[config.mk]
export PLATFORM = sky130hd
export DESIGN_NAME = core_op_sched_flat
export DESIGN_NICKNAME = d
export VERILOG_FILES = /design/src/rtl/core_op_sched_pkg.sv /design/src/rtl/core_op_sched_if.sv /design/src/rtl/core_op_sched.sv /design/src/flat_wrapper.sv
export SDC_FILE = /design/constraint.sdc
export NUM_CORES = 1
export LEC_CHECK = 0
export CORE_AREA = 5 5 128 130
export CTS_BUF_LIST = sky130_fd_sc_hd__clkbuf_4
export CTS_CLUSTER_SIZE = 25
export DETAILED_ROUTE_END_ITERATION = 8
export DIE_AREA = 0 0 133 135
export GPL_TIMING_DRIVEN = 1
export PLACE_DENSITY = 0.73
export SLEW_MARGIN = 15
export SYNTH_ARGS = -nofsm -noshare
export SYNTH_HDL_FRONTEND = slang
export SYNTH_SLANG_ARGS = --single-unit
[constraint.sdc]
create_clock -name clk_i -period 4.2 [get_ports clk_i]
set_input_delay 0.84 -clock clk_i [delete_from_list [all_inputs] [get_ports clk_i]]
set_output_delay 0.84 -clock clk_i [all_outputs]
set_load 0.05 [all_outputs]
[src/rtl/core_op_sched_pkg.sv]
// Shared types for the posit core operation scheduler: op encoding, exponent and FIR operand formats.
package core_op_sched_pkg;

  typedef enum logic [2:0] {
    OP_ADD = 3'd0,
    OP_SUB = 3'd1,
    OP_MUL = 3'd2,
    OP_DIV = 3'd3
  } operation_e;

  typedef logic signed [8:0] exponent_t;

  typedef struct packed {
    logic      sign;
    exponent_t te;
    logic [15:0] mant;
  } fir_t;

endpackage

[src/rtl/core_op_sched_if.sv]
// Request and response channels of the core operation scheduler.
// master = requesters/consumer side, slave = scheduler side.
interface core_op_sched_if #(
  parameter int FRAC_FULL_SIZE = 32
);
  logic [1:0]                      req_valid_i;
  logic [1:0]                      req_ready_o;
  core_op_sched_pkg::operation_e   req0_op_i;
  core_op_sched_pkg::operation_e   req1_op_i;
  core_op_sched_pkg::fir_t         req0_fir1_i, req0_fir2_i, req0_fir3_i;
  core_op_sched_pkg::fir_t         req1_fir1_i, req1_fir2_i, req1_fir3_i;
  logic                            rsp_valid_o;
  logic                            rsp_ready_i;
  logic                            rsp_id_o;
  logic                            rsp_sign_o;
  core_op_sched_pkg::exponent_t    rsp_te_o;
  logic [FRAC_FULL_SIZE-1:0]       rsp_frac_o;
  logic                            rsp_frac_truncated_o;

  modport master (
    output req_valid_i, req0_op_i, req1_op_i,
           req0_fir1_i, req0_fir2_i, req0_fir3_i,
           req1_fir1_i, req1_fir2_i, req1_fir3_i, rsp_ready_i,
    input  req_ready_o, rsp_valid_o, rsp_id_o, rsp_sign_o, rsp_te_o,
           rsp_frac_o, rsp_frac_truncated_o
  );

  modport slave (
    input  req_valid_i, req0_op_i, req1_op_i,
           req0_fir1_i, req0_fir2_i, req0_fir3_i,
           req1_fir1_i, req1_fir2_i, req1_fir3_i, rsp_ready_i,
    output req_ready_o, rsp_valid_o, rsp_id_o, rsp_sign_o, rsp_te_o,
           rsp_frac_o, rsp_frac_truncated_o
  );
endinterface

[src/rtl/core_op_sched.sv]
// Round-robin issue/sequencing controller for the shared posit core (one op in flight).
// Optional CORE_OP_SCHED_PERF_EN adds issue and response-stall counters.
module core_op_sched
  import core_op_sched_pkg::*;
#(
  parameter int FRAC_FULL_SIZE = 32,
  parameter int ADD_LAT        = 1,
  parameter int MUL_LAT        = 2,
  parameter int DIV_LAT        = 4
) (
  input  logic                      clk_i,
  input  logic                      rst_i,
  core_op_sched_if.slave            bus,
  output operation_e                core_op_o,
  output fir_t                      core_fir1_o,
  output fir_t                      core_fir2_o,
  output fir_t                      core_fir3_o,
  input  logic                      core_sign_i,
  input  exponent_t                 core_te_i,
  input  logic [FRAC_FULL_SIZE-1:0] core_frac_i,
  input  logic                      core_frac_truncated_i,
  output logic                      busy_o
`ifdef CORE_OP_SCHED_PERF_EN
  ,
  output logic [31:0]               perf_issued_o,
  output logic [31:0]               perf_stall_o
`endif
);

  typedef enum logic [1:0] {
    S_IDLE = 2'd0,
    S_WAIT = 2'd1,
    S_RESP = 2'd2
  } state_e;

  state_e state, state_nxt;

  function automatic logic [3:0] lat_of(input operation_e op);
    case (op)
      OP_ADD, OP_SUB: lat_of = 4'(ADD_LAT);
      OP_MUL:         lat_of = 4'(MUL_LAT);
      OP_DIV:         lat_of = 4'(DIV_LAT);
      default:        lat_of = 4'(ADD_LAT);
    endcase
  endfunction

  logic [1:0] grant;
  logic       grant_id;
  logic       accept;
  logic       rr_ptr;
  operation_e op_sel;
  fir_t       fir1_sel, fir2_sel, fir3_sel;

  // Tie goes to the requester that was not granted last.
  always_comb begin
    grant = 2'b00;
    case (bus.req_valid_i)
      2'b01:   grant = 2'b01;
      2'b10:   grant = 2'b10;
      2'b11:   grant = rr_ptr ? 2'b01 : 2'b10;
      default: grant = 2'b00;
    endcase
  end

  assign grant_id = grant[1];
  assign accept   = (state == S_IDLE) && (grant != 2'b00);
  assign op_sel   = grant_id ? bus.req1_op_i   : bus.req0_op_i;
  assign fir1_sel = grant_id ? bus.req1_fir1_i : bus.req0_fir1_i;
  assign fir2_sel = grant_id ? bus.req1_fir2_i : bus.req0_fir2_i;
  assign fir3_sel = grant_id ? bus.req1_fir3_i : bus.req0_fir3_i;

  // ---- issue stage (p1): operands held on the core until the next accept ----
  operation_e op_p1;
  fir_t       fir1_p1, fir2_p1, fir3_p1;
  logic       id_p1;
  logic [3:0] cnt_p1;

  // ---- capture stage (p2): result held until the response handshake ----
  logic                      rsp_sign_p2;
  exponent_t                 rsp_te_p2;
  logic [FRAC_FULL_SIZE-1:0] rsp_frac_p2;
  logic                      rsp_trunc_p2;
  logic                      vld_p2;

  always_ff @(posedge clk_i) begin
    if (rst_i) begin
      state <= S_IDLE;
    end else begin
      state <= state_nxt;
    end
  end

  always_comb begin
    state_nxt = state;
    case (state)
      S_IDLE:  if (accept)            state_nxt = S_WAIT;
      S_WAIT:  if (cnt_p1 == 4'd0)    state_nxt = S_RESP;
      S_RESP:  if (bus.rsp_ready_i)   state_nxt = S_IDLE;
      default:                        state_nxt = S_IDLE;
    endcase
  end

  always_comb begin
    bus.req_ready_o = 2'b00;
    vld_p2          = 1'b0;
    busy_o          = 1'b1;
    case (state)
      S_IDLE: begin
        bus.req_ready_o = grant;
        busy_o          = 1'b0;
      end
      S_RESP:  vld_p2 = 1'b1;
      default: ;
    endcase
  end

  always_ff @(posedge clk_i) begin
    if (rst_i) begin
      rr_ptr       <= 1'b1;
      cnt_p1       <= 4'd0;
      op_p1        <= OP_ADD;
      fir1_p1      <= '0;
      fir2_p1      <= '0;
      fir3_p1      <= '0;
      id_p1        <= 1'b0;
      rsp_sign_p2  <= 1'b0;
      rsp_te_p2    <= '0;
      rsp_frac_p2  <= '0;
      rsp_trunc_p2 <= 1'b0;
    end else begin
      if (accept) begin
        op_p1   <= op_sel;
        fir1_p1 <= fir1_sel;
        fir2_p1 <= fir2_sel;
        fir3_p1 <= fir3_sel;
        id_p1   <= grant_id;
        rr_ptr  <= grant_id;
        cnt_p1  <= lat_of(op_sel) - 4'd1;
      end else if (state == S_WAIT && cnt_p1 != 4'd0) begin
        cnt_p1 <= cnt_p1 - 4'd1;
      end
      if (state == S_WAIT && cnt_p1 == 4'd0) begin
        rsp_sign_p2  <= core_sign_i;
        rsp_te_p2    <= core_te_i;
        rsp_frac_p2  <= core_frac_i;
        rsp_trunc_p2 <= core_frac_truncated_i;
      end
    end
  end

  assign core_op_o                = op_p1;
  assign core_fir1_o              = fir1_p1;
  assign core_fir2_o              = fir2_p1;
  assign core_fir3_o              = fir3_p1;
  assign bus.rsp_valid_o          = vld_p2;
  assign bus.rsp_id_o             = id_p1;
  assign bus.rsp_sign_o           = rsp_sign_p2;
  assign bus.rsp_te_o             = rsp_te_p2;
  assign bus.rsp_frac_o           = rsp_frac_p2;
  assign bus.rsp_frac_truncated_o = rsp_trunc_p2;

`ifdef CORE_OP_SCHED_PERF_EN
  always_ff @(posedge clk_i) begin
    if (rst_i) begin
      perf_issued_o <= 32'd0;
      perf_stall_o  <= 32'd0;
    end else begin
      if (accept)                             perf_issued_o <= perf_issued_o + 32'd1;
      if (state == S_RESP && !bus.rsp_ready_i) perf_stall_o  <= perf_stall_o + 32'd1;
    end
  end
`endif

endmodule

[src/flat_wrapper.sv]
// flat-port wrapper written by rule: the top's interface ports become plain ports
module core_op_sched_flat import core_op_sched_pkg::*;
#(
  parameter int FRAC_FULL_SIZE = 32,
  parameter int ADD_LAT        = 1,
  parameter int MUL_LAT        = 2,
  parameter int DIV_LAT        = 4
)
  (clk_i, rst_i, core_op_o, core_fir1_o, core_fir2_o, core_fir3_o, core_sign_i, core_te_i, core_frac_i, core_frac_truncated_i, busy_o, bus_req_valid_i, bus_req0_op_i, bus_req1_op_i, bus_req0_fir1_i, bus_req0_fir2_i, bus_req0_fir3_i, bus_req1_fir1_i, bus_req1_fir2_i, bus_req1_fir3_i, bus_rsp_ready_i, bus_req_ready_o, bus_rsp_valid_o, bus_rsp_id_o, bus_rsp_sign_o, bus_rsp_te_o, bus_rsp_frac_o, bus_rsp_frac_truncated_o);
  core_op_sched_if #(.FRAC_FULL_SIZE(FRAC_FULL_SIZE)) bus_i ();
  input  logic clk_i;
  input  logic rst_i;
  output operation_e core_op_o;
  output fir_t core_fir1_o;
  output fir_t core_fir2_o;
  output fir_t core_fir3_o;
  input  logic core_sign_i;
  input  exponent_t core_te_i;
  input  logic [FRAC_FULL_SIZE-1:0] core_frac_i;
  input  logic core_frac_truncated_i;
  output logic busy_o;
  input wire logic [$bits(bus_i.req_valid_i)-1:0] bus_req_valid_i;
  input wire logic [$bits(bus_i.req0_op_i)-1:0] bus_req0_op_i;
  input wire logic [$bits(bus_i.req1_op_i)-1:0] bus_req1_op_i;
  input wire logic [$bits(bus_i.req0_fir1_i)-1:0] bus_req0_fir1_i;
  input wire logic [$bits(bus_i.req0_fir2_i)-1:0] bus_req0_fir2_i;
  input wire logic [$bits(bus_i.req0_fir3_i)-1:0] bus_req0_fir3_i;
  input wire logic [$bits(bus_i.req1_fir1_i)-1:0] bus_req1_fir1_i;
  input wire logic [$bits(bus_i.req1_fir2_i)-1:0] bus_req1_fir2_i;
  input wire logic [$bits(bus_i.req1_fir3_i)-1:0] bus_req1_fir3_i;
  input wire logic [$bits(bus_i.rsp_ready_i)-1:0] bus_rsp_ready_i;
  output wire logic [$bits(bus_i.req_ready_o)-1:0] bus_req_ready_o;
  output wire logic [$bits(bus_i.rsp_valid_o)-1:0] bus_rsp_valid_o;
  output wire logic [$bits(bus_i.rsp_id_o)-1:0] bus_rsp_id_o;
  output wire logic [$bits(bus_i.rsp_sign_o)-1:0] bus_rsp_sign_o;
  output wire logic [$bits(bus_i.rsp_te_o)-1:0] bus_rsp_te_o;
  output wire logic [$bits(bus_i.rsp_frac_o)-1:0] bus_rsp_frac_o;
  output wire logic [$bits(bus_i.rsp_frac_truncated_o)-1:0] bus_rsp_frac_truncated_o;
  assign bus_i.req_valid_i = bus_req_valid_i;
  assign bus_i.req0_op_i = bus_req0_op_i;
  assign bus_i.req1_op_i = bus_req1_op_i;
  assign bus_i.req0_fir1_i = bus_req0_fir1_i;
  assign bus_i.req0_fir2_i = bus_req0_fir2_i;
  assign bus_i.req0_fir3_i = bus_req0_fir3_i;
  assign bus_i.req1_fir1_i = bus_req1_fir1_i;
  assign bus_i.req1_fir2_i = bus_req1_fir2_i;
  assign bus_i.req1_fir3_i = bus_req1_fir3_i;
  assign bus_i.rsp_ready_i = bus_rsp_ready_i;
  assign bus_req_ready_o = bus_i.req_ready_o;
  assign bus_rsp_valid_o = bus_i.rsp_valid_o;
  assign bus_rsp_id_o = bus_i.rsp_id_o;
  assign bus_rsp_sign_o = bus_i.rsp_sign_o;
  assign bus_rsp_te_o = bus_i.rsp_te_o;
  assign bus_rsp_frac_o = bus_i.rsp_frac_o;
  assign bus_rsp_frac_truncated_o = bus_i.rsp_frac_truncated_o;
  core_op_sched #(.FRAC_FULL_SIZE(FRAC_FULL_SIZE), .ADD_LAT(ADD_LAT), .MUL_LAT(MUL_LAT), .DIV_LAT(DIV_LAT)) u_core (.clk_i(clk_i), .rst_i(rst_i), .bus(bus_i), .core_op_o(core_op_o), .core_fir1_o(core_fir1_o), .core_fir2_o(core_fir2_o), .core_fir3_o(core_fir3_o), .core_sign_i(core_sign_i), .core_te_i(core_te_i), .core_frac_i(core_frac_i), .core_frac_truncated_i(core_frac_truncated_i), .busy_o(busy_o));
endmodule
# [Word-level counts from Yosys, hierarchy flattened]
# Index checks and enable logic that the tools add are counted.
[word_totals] reg_bits=132 word_cells=57
[op_classes] n_addsub=2 eq_ne=10 mux=18 reduce_logical=9
[ops] op="2-to-1 mux 26 bit" n=3
[ops] op="2-to-1 mux 4 bit" n=4
[ops] op="case mux 2 bit (3 select lines)" n=2
[ops] op="2-to-1 mux 2 bit" n=5
[ops] op="subtractor 4 x 1 -> 4 bit, second input constant" n=2
[ops] op="== test 2 bit, second input constant" n=3
[ops] op="== test 3 x 2 -> 1 bit, second input constant" n=2
[ops] op="case mux 3 bit (2 select lines)" n=1
[ops] op="== test 2 x 1 -> 1 bit, second input constant" n=2
[ops] op="zero test 4 bit" n=1
[ops] op="inequality test 2 x 1 -> 1 bit, second input constant" n=2
[ops] op="nonzero test 2 bit" n=2
[ops] op="nonzero test 4 bit" n=1
[ops] op="logical AND 1 bit" n=3
[ops] op="2-to-1 mux 3 bit" n=1
[ops] op="AND reduction 3 bit" n=1
[ops] op="zero test 2 bit" n=1
[ops] op="2-to-1 mux 1 bit" n=2
[ops] op="inequality test 2 bit, second input constant" n=1

# [Logic depth before layout (Yosys ltp)]
# Gate-level depths: netlist of run 1.
[logic_depth] depth_word=9 depth_mapped=9 ltp_nobuf=9

# [Worst setup path after synthesis of run 1]
# OpenSTA, ideal clock, no wires.
[synth_path] path_type="in2out" startpoint="input port bus_req_valid_i[1]" endpoint="output port bus_req_ready_o[1]" arrival_ns=1.629 required_ns=3.360 setup_slack_ns=1.731 cell_stages=3 n_path_buf=1 cell_sequence="a21bo_2 -> nor2_2 -> buf_2"
[synth_via] elab_chain_cells=3 word_cells_on_any_way=5
[synth_lines] item="start: declaration" line="flat_wrapper.sv:22" text="input wire logic [$bits(bus_i.req_valid_i)-1:0] bus_req_valid_i;"
[synth_lines] item="== test 2 bit / == test 2 x 1 -> 1 bit (equally long branches)" line="core_op_sched.sv:57" text="case (bus.req_valid_i)"
[synth_lines] item="case mux 2 bit (3 select lines) (*)" line="core_op_sched.sv:57"
[synth_lines] item="2-to-1 mux 2 bit (*)" line="core_op_sched.sv:107" text="case (state)"
[synth_lines] item="end: declaration" line="flat_wrapper.sv:32" text="output wire logic [$bits(bus_i.req_ready_o)-1:0] bus_req_ready_o;"
# Every way passes the cells marked *; elsewhere a longest branch is shown, timed or not.

# [Worst setup path after layout of run 1]
[layout_path] startpoint="register u_core.state[1]" endpoint="output port busy_o"
[layout_via] elab_chain_cells=2
[layout_lines] item="start: declaration" line="core_op_sched.sv:36" text="state_e state, state_nxt;"
[layout_lines] item="start signal: assignment" line="core_op_sched.sv:89" text="state <= state_nxt;"
[layout_lines] item="zero test 2 bit" line="core_op_sched.sv:107"
[layout_lines] item="2-to-1 mux 1 bit" line="core_op_sched.sv:107"
[layout_lines] item="end: declaration" line="flat_wrapper.sv:21" text="output logic busy_o;"
# No other way between the ends.

==> results of run 1 <==
[critical path: cells and delay by family, from the launching register on]
kind	cells	cell delay (ns)
buf+inv	2	0.95
flops	1	0.34
simple gates	1	0.29
[final timing paths]
kind                                                from                                     end  slack, ns  cells after the start
hold reg to reg   u_core.bus.rsp_frac_o[30]$_SDFFE_PP0P_  u_core.bus.rsp_frac_o[30]$_SDFFE_PP0P_       0.46                      2
setup / recovery            u_core.state[1]$_SDFFE_PP0P_                                  busy_o       1.26                      3
hold / removal    u_core.bus.rsp_frac_o[30]$_SDFFE_PP0P_  u_core.bus.rsp_frac_o[30]$_SDFFE_PP0P_       0.46                      2
setup reg to reg            u_core.state[1]$_SDFFE_PP0P_      u_core.core_fir1_o[8]$_SDFFE_PP0P_       2.08                      5
[logic make-up (layout without fill, tap and decap cells)]
logic type      after synthesis  after routing  synth area share, %
buf+inv                      54            380                 5.82
mux                           3              3                0.613
compound gates              138            138                 22.8
simple gates                202            202                 16.6
other cells                   0              2                    0
flops                       132            132                 53.9
fa+ha+maj                     1              1                0.255
[sequential cells by signal (all words and copies together) (netlist names)]
name                             cells
u_core.bus.rsp_frac_o               32
u_core.bus.rsp_frac_truncated_o      1
u_core.bus.rsp_id_o                  1
u_core.bus.rsp_sign_o                1
u_core.bus.rsp_te_o                  9
u_core.cnt_p1                        4
u_core.core_fir1_o                  26
u_core.core_fir2_o                  26
u_core.core_fir3_o                  26
u_core.core_op_o                     3
u_core.rr_ptr                        1
u_core.state                         2
[where the power goes]
group	switching (mW)	internal (mW)
Sequential	0.118	1.47
Clock	0.472	0.528
Combinational	1.33	0.765
Total	1.92	2.76
[metrics by stage]
step | power (mW) | worst slack, ns | hold slack [ns] | utilization, % | cells
4_1_cts | 4.74 | 1.20 | 0.460 | 57.6 | 1044
5_1_grt | 4.90 | 1.11 | 0.478 | 57.6 | 1046
3_5_place_dp | 3.72 | 1.17 | 0.446 | 55.3 | 1012
2_1_floorplan | 2.96 | 1.73 | 0.471 | - | 530
6_report | 4.68 | 1.26 | 0.460 | 57.6 | 1046
3_3_place_gp | 3.71 | 1.27 | 0.442 | 55.3 | 1012
[area by class of cell]
type,instances,share of cell area [%]
timing repair buffer,345,39.7
sequential,132,30.5
multi-input combinational,344,23.0
tap,188,2.71
clock inverter,15,2.44
clock buffer,17,1.47
inverter,3,0.130
antenna,2,0.0578
[per-layer routing]
metal	track usage (%)	part of all wire, %
met1	22.4	38
met5	0	0
met2	36.1	51
met3	9.13	10
met4	6.06	1.6
[cells in the final DEF (no fill, tap or decap), drive strengths merged, types with 3 or more instances in the layout]
cell type and n:
a21oi 48, buf 10, clkbuf 17, clkinv 9, dfxtp 132, a222oi 78
mux2i 3, inv 4, nor2 88, nand2b 7, nand2 94, clkdlybuf4s50 335
bufinv 5
==> results.cfg, run 1 <==
[run_status]
status = complete, no violations

[grt]
grt-ovfl-total = 0
antenna_found_initial = 1
grt_pass1_vias = 5167
grtUsageTotal_pct = 20.6
grt_pass1_wl_mm = 28.9
grt_max_degree = 81

[sta]
drv_slew = 0
rsz0062_at_grt = false
hold_violations = 0
tns_ns = 0
min_period_over_period_pct = 70.0
setup-violations-final = 0
fmax_ghz = 0.340
skew_ns = 0.0117
slew_headroom_pct = 38.9
worstMarginPinSlew_ns = 0.916
finalCriticalPeriod_ns = 2.94

[die]
floorplan.die.width_um = 133
start_util_pct = 32.6
io_pins = 339
fp-row-count = 45
fp.dieArea_mm2 = 0.0180
die_y_um = 135
core_mm2 = 0.0150

[cells_and_area]
register_area_mm2 = 0.00264
area_growth_pct = 76.9
multi_input_area_mm2 = 0.00199
final_layout_size_suffix_gt1_share_pct = 5.14
nNetsFinal = 1054
n_fill_cell = 1321
stdcell_area_mm2 = 0.00866

[drt]
routed_wl_mm = 19.5
vias = 5399
drt_first_pass_iters = 8
drc = 0
wl_per_cell_um = 18.7
antenna_left = 0
drtIter0Drc = 431
via_per_inst = 5.16

[synth]
avgSynthCellArea_um2 = 9.24
synthesis.area_mm2 = 0.00490
synth_edf_count = 0
synth_cell_types = 35
synth.net_count = 741
synth_top_flop_cell = dfxtp_1
synthArstFlopShare_pct = 0
netlist.area_leader.share_pct = 53.9
yosys.area.top_type = dfxtp_1
seq_area_frac_synth_pct = 53.9
yosysMostFrequentCell = dfxtp_1
synth_seq_cells = 132
synth.area.top_cells = dfxtp_1 54%, a222oi_1 16%, nand2_1 7.2%
synthTopCellsByCount = 132 x dfxtp_1, 94 x nand2_1, 87 x nor2_1
synth_cells = 530
yosys_warnings = 0

[clock_network]
clk_latency_ns = 0.53
cts_resized = 0
cts_root_buffer = clkbuf_4
postCtsSetupBuffers = 0
clock_sinks = 132
cts_htree_levels = 4
clockBufferDepth = 2
clkSlewWorstSetupHoldPaths_ns = 0.10
cts_hold_buffers = 0
cts_tree = built
cts-buffers-inserted = 17

[critical_path]
endpoint_kind = output port
required_ns = 3.36
slowest_delay_ns = 0.75
critical_path_class = reg2out
cp-start-kind = flop
crit_chain = nor2_1 > inv_1 > clkdlybuf4s50_1
crit_slowest_cell = clkdlybuf4s50_1
cp_max_fo = 5
critPathArrivalTime_ns = 2.10

[placed_design]
gp_congestion = 0.778
io_buffers = 338
postPlaceCellArea_mm2 = 0.00832
dp_hpwl_mm = 14.5

[pwr]
leakagePower_nw = 3.17
ir_worst_vdd_mv = 0.253
power_density_mw_per_mm2 = 540

[worst_hold_path]
hp-class = reg2reg

[flow_run]
cap_violations = 0
No activity file was read; power rests on OpenSTA's default activity.
==> run 2: changes to the inputs <==
Clock period 4.2 ns to 3 ns, I/O delays scaled along.
==> results.cfg, run 2 (synthesis gave the netlist of run 1 again) <==
[critical_path]
cp-start-kind = flop
required_ns = 2.40
endpoint_kind = output port
worst-path-buf-inv = 2
critical_path.top_delay_family = buffers and inverters
r2r_slack_ns = 1.01
rr_endpoint = u_core.cnt_p1[2]$_SDFFE_PP0P_
r2r_start = u_core.state[1]$_SDFFE_PP0P_
crit_slowest_cell = clkdlybuf4s50_1
timing.critical_path.from = u_core.state[1]$_SDFFE_PP0P_
crit_chain = nor2_1 > inv_1 > clkdlybuf4s50_1
ff2ff_path_depth = 9
critical_path_class = reg2out
critPathArrivalTime_ns = 2.10
cp_max_fo = 5
slowest_delay_ns = 0.75

[sta]
finalCriticalPeriod_ns = 2.70
whs_ns = 0.317
fmax_ghz = 0.371
tns_ns = 0
min_period_over_period_pct = 89.9
rsz0062_at_grt = false
worstMarginPinSlew_ns = 0.672
slew_headroom_pct = 55.0
skew_ns = 0.0208
drv_slew = 0
hold_violations = 0
setup-violations-final = 0

[drt]
drt_first_pass_iters = 8
drc = 0
routed_wl_mm = 19.5
antenna_left = 0
via_per_inst = 5.13
vias = 5373
wl_per_cell_um = 18.7
drtIter0Drc = 497

[clock_network]
cts_root_buffer = clkbuf_4
clockBufferDepth = 2
clock_sinks = 132
cts-buffers-inserted = 17
postCtsSetupBuffers = 0
cts_htree_levels = 4
cts_tree = built
clk_latency_ns = 0.52
clkSlewWorstSetupHoldPaths_ns = 0.12
cts_hold_buffers = 0
cts_resized = 0

[placed_design]
postPlaceCellArea_mm2 = 0.00839
io_buffers = 338
placedCellCount = 1014
gp_congestion = 0.802
dp_hpwl_mm = 14.3

[die]
fp.dieArea_mm2 = 0.0180
floorplan.die.width_um = 133
fp-row-count = 45
core_mm2 = 0.0150
die_y_um = 135
io_pins = 339
start_util_pct = 32.6

[cells_and_area]
largest_register_ffs = 32
layout_commonest_cell = clkdlybuf4s50_1
area_growth_pct = 76.7
nNetsFinal = 1056
final_cell_mix = 335 x clkdlybuf4s50_1, 132 x dfxtp_1, 94 x nand2_1
stdcell_count = 1047
final_layout_size_suffix_gt1_share_pct = 5.37
stdcell_area_mm2 = 0.00865

[flow_run]
cap_violations = 0

[worst_hold_path]
hold_end = u_core.bus.rsp_sign_o$_SDFFE_PP0P_
hp-class = in2reg
hold_start = rst_i
holdPathStages = 2

[grt]
grt_pass1_vias = 5155
grtUsageTotal_pct = 20.5
grt_max_degree = 126
grt-ovfl-total = 0
grt_pass1_wl_mm = 28.6
antenna_found_initial = 1

[pwr]
power_density_mw_per_mm2 = 733
ir_worst_vdd_mv = 0.308
leakagePower_nw = 3.16
power_mw = 6.34

[run_status]
status = complete, no violations
## run 2: cell types whose count changed in the layout (fill, tap and decap cells not counted)
cell / change
clkinv_4: -1
bufinv_16: -3
buf_4: -2
clkinv_2: +1
clkinvlp_4: +1
clkinv_1: -1
inv_6: -1
buf_12: +4
clkbuf_4: +3
## run 2: final cells by class
type,instances,area (µm²)
fill,1336,6380
timing repair buffer,347,3510
sequential,132,2640
multi-input combinational,344,1990
tap,188,235
clock buffer,20,150
clock inverter,11,113
inverter,3,11.3
antenna,2,5.00
## run 2: metrics by stage
| stage | utilization, % | setup WS, ns |
|---|---|---|
| 2_1_floorplan | - | 1.01 |
| 3_3_place_gp | 55.8 | 0.327 |
| 3_5_place_dp | 55.8 | 0.267 |
| 4_1_cts | 57.5 | 0.252 |
| 5_1_grt | 57.6 | 0.187 |
| 6_report | 57.6 | 0.302 |
## run 2: report_power, final
part | switching, mW | leakage (nW) | total, mW | internal [mW]
clock network | 0.638 | 0.147 | 1.15 | 0.509
registers | 0.162 | 1.08 | 2.21 | 2.05
logic | 1.88 | 1.93 | 2.98 | 1.10
total | 2.68 | 3.16 | 6.34 | 3.66
## run 2: routing by layer
metal	vias to the layer above	wire [µm]	global-route usage [%]
li1	2600	-	-
met1	2463	7080	21.5
met2	285	9740	35.5
met3	25	2290	10.2
met4	0	430	7.62
met5	-	0	0
## run 2: worst max-delay path by stage
stage	end	slack (ns)	cells after the start
after CTS	busy_o	0.25	3
after detailed placement	u_core.cnt_p1[2]$_SDFFE_PP0P_	0.27	9
after global routing	busy_o	0.19	3
after global placement	u_core.cnt_p1[2]$_SDFFE_PP0P_	0.33	9
final	busy_o	0.30	3
after floorplan	bus_req_ready_o[1]	1.01	3
## run 2: worst reg2reg max path, delay by kind of cell, from the launching register on
kind,cells,cell delay (ns)
buffers and inverters,1,0.20
AOI/OAI and AO/OA,2,0.58
DFF,1,0.35
and+or+nand+nor,5,0.62
adders and majority gates,1,0.18
==> run 3: changes to the inputs <==
Settings changed: CORE_AREA 5 5 128 130 to not set, CORE_MARGIN set to 5, CORE_UTILIZATION set to 33, DIE_AREA 0 0 133 135 to not set, PLACE_DENSITY 0.73 to 0.77.
Clock period 3 ns to 2.4 ns, I/O delays scaled along.
==> results.cfg, run 3 (synthesis gave the netlist of run 1 again) <==
[run_status]
status = complete, no violations

[grt]
grt_pass1_wl_mm = 28.8
grt-ovfl-total = 0
grt_pass1_vias = 5212
antenna_found_initial = 1
grtUsageTotal_pct = 20.8
grt_max_degree = 126

[drt]
drc = 0
drtIter0Drc = 496
vias = 5472
via_per_inst = 5.19
routed_wl_mm = 19.1
wl_per_cell_um = 18.1
drt_first_pass_iters = 8
antenna_left = 0

[flow_run]
cap_violations = 0

[cells_and_area]
final_layout_size_suffix_gt1_share_pct = 6.78
nNetsFinal = 1068
layout_commonest_cell = clkdlybuf4s50_1
largest_register_ffs = 32
final_cell_mix = 333 x clkdlybuf4s50_1, 132 x dfxtp_1, 94 x nand2_1
area_growth_pct = 80.4

[placed_design]
gp_congestion = 0.803
dp_hpwl_mm = 14.1
io_buffers = 338

[sta]
finalCriticalPeriod_ns = 2.26
whs_ns = 0.168
hold_violations = 0
skew_ns = 0.0194
slew_headroom_pct = 58.5
setup-violations-final = 0
rsz0062_at_grt = false
tns_ns = 0
min_period_over_period_pct = 94.0
drv_slew = 0
worstMarginPinSlew_ns = 0.623
fmax_ghz = 0.443

[clock_network]
clkSlewWorstSetupHoldPaths_ns = 0.12
clock_sinks = 132
cts_htree_levels = 4
clockBufferDepth = 2
cts_tree = built
cts-buffers-inserted = 17
cts_root_buffer = clkbuf_4
cts_hold_buffers = 0
clk_latency_ns = 0.54

[die]
fp.dieArea_mm2 = 0.0174
core_mm2 = 0.0145
io_pins = 339
fp-row-count = 44
start_util_pct = 33.7
die_y_um = 132
floorplan.die.width_um = 132

[critical_path]
critical_path_class = reg2out
critical_path.top_delay_family = buffers and inverters
crit_slowest_cell = clkdlybuf4s50_1
r2r_slack_ns = 0.69
cp_max_fo = 2
slowest_delay_ns = 0.87
required_ns = 1.92
endpoint_kind = output port
crit_chain = clkdlybuf4s50_1
critPathArrivalTime_ns = 1.78
worst-path-buf-inv = 1
cp-start-kind = flop

[pwr]
power_mw = 8.27
leakagePower_nw = 3.26
ir_worst_vdd_mv = 0.562
power_density_mw_per_mm2 = 936

[worst_hold_path]
hp-class = in2reg
run 3: changes by cell type in the layout (fill, tap and decap cells not counted), sizes merged:
| cell | delta |
|---|---|
| buf | +12 |
| bufinv | +2 |
| clkdlybuf4s50 | -2 |
| clkinv | -2 |
| dlygate4sd2 | +2 |
| clkbuf | -1 |
| clkinvlp | +1 |
| diode | -1 |
| inv | +1 |
run 3: path summary, 6_finish.rpt:
kind                                               start                                      to  cells past startpoint
setup / recovery      u_core.core_fir1_o[5]$_SDFFE_PP0P_                          core_fir1_o[5]                      1
hold / removal                                     rst_i        u_core.core_op_o[2]$_SDFFE_PP0P_                      2
setup reg to reg            u_core.state[0]$_SDFFE_PP0P_  u_core.bus.rsp_frac_o[26]$_SDFFE_PP0P_                      5
hold reg to reg   u_core.bus.rsp_frac_o[16]$_SDFFE_PP0P_  u_core.bus.rsp_frac_o[16]$_SDFFE_PP0P_                      2
run 3: per-stage QoR:
step | instance area [µm²] | std cells | setup WS (ns) | utilization, %
after floorplan | 4900 | 530 | 0.570 | -
after global placement | 8480 | 1018 | 0.0405 | 58.3
after detailed placement | 8480 | 1018 | 0.0222 | 58.3
after CTS | 8800 | 1050 | 0.0766 | 60.6
after global routing | 8840 | 1055 | 0.0376 | 60.8
final | 8840 | 1055 | 0.144 | 60.8
run 3: layout make-up:
type                            instances  area [µm²]
Multi-Input combinational cell        344        1990
Antenna cell                            1        2.50
Fill cell                            1273        5700
Inverter                                3        11.3
Timing Repair Buffer                  359        3630
Clock buffer                           19         143
Clock inverter                         13         183
Sequential cell                       132        2640
Tap cell                              184         230
run 3: where the power goes:
part | leakage, nW | switching, mW | internal [mW] | total, mW
clock | 0.168 | 0.845 | 0.849 | 1.69
combinational | 2.01 | 2.35 | 1.46 | 3.81
sequential | 1.08 | 0.203 | 2.56 | 2.77
total | 3.26 | 3.40 | 4.87 | 8.27
run 3: metal layers:
metal,vias to the layer above,share of wire [%],track usage (%),wire [µm]
met5,-,0,0,0
met4,0,2.6,8.63,507
met3,34,11,9.01,2010
met1,2548,38,23.1,7290
met2,275,49,34.8,9340
li1,2615,-,-,-
run 3: timing repair:
| action | 4_1_cts | 5_1_grt |
|---|---|---|
| cloned | 0 | 0 |
| resized for setup | 3 | 0 |
| setup buffers | 0 | 4 |
| endpoints found under the setup margin | 3 | 1 |
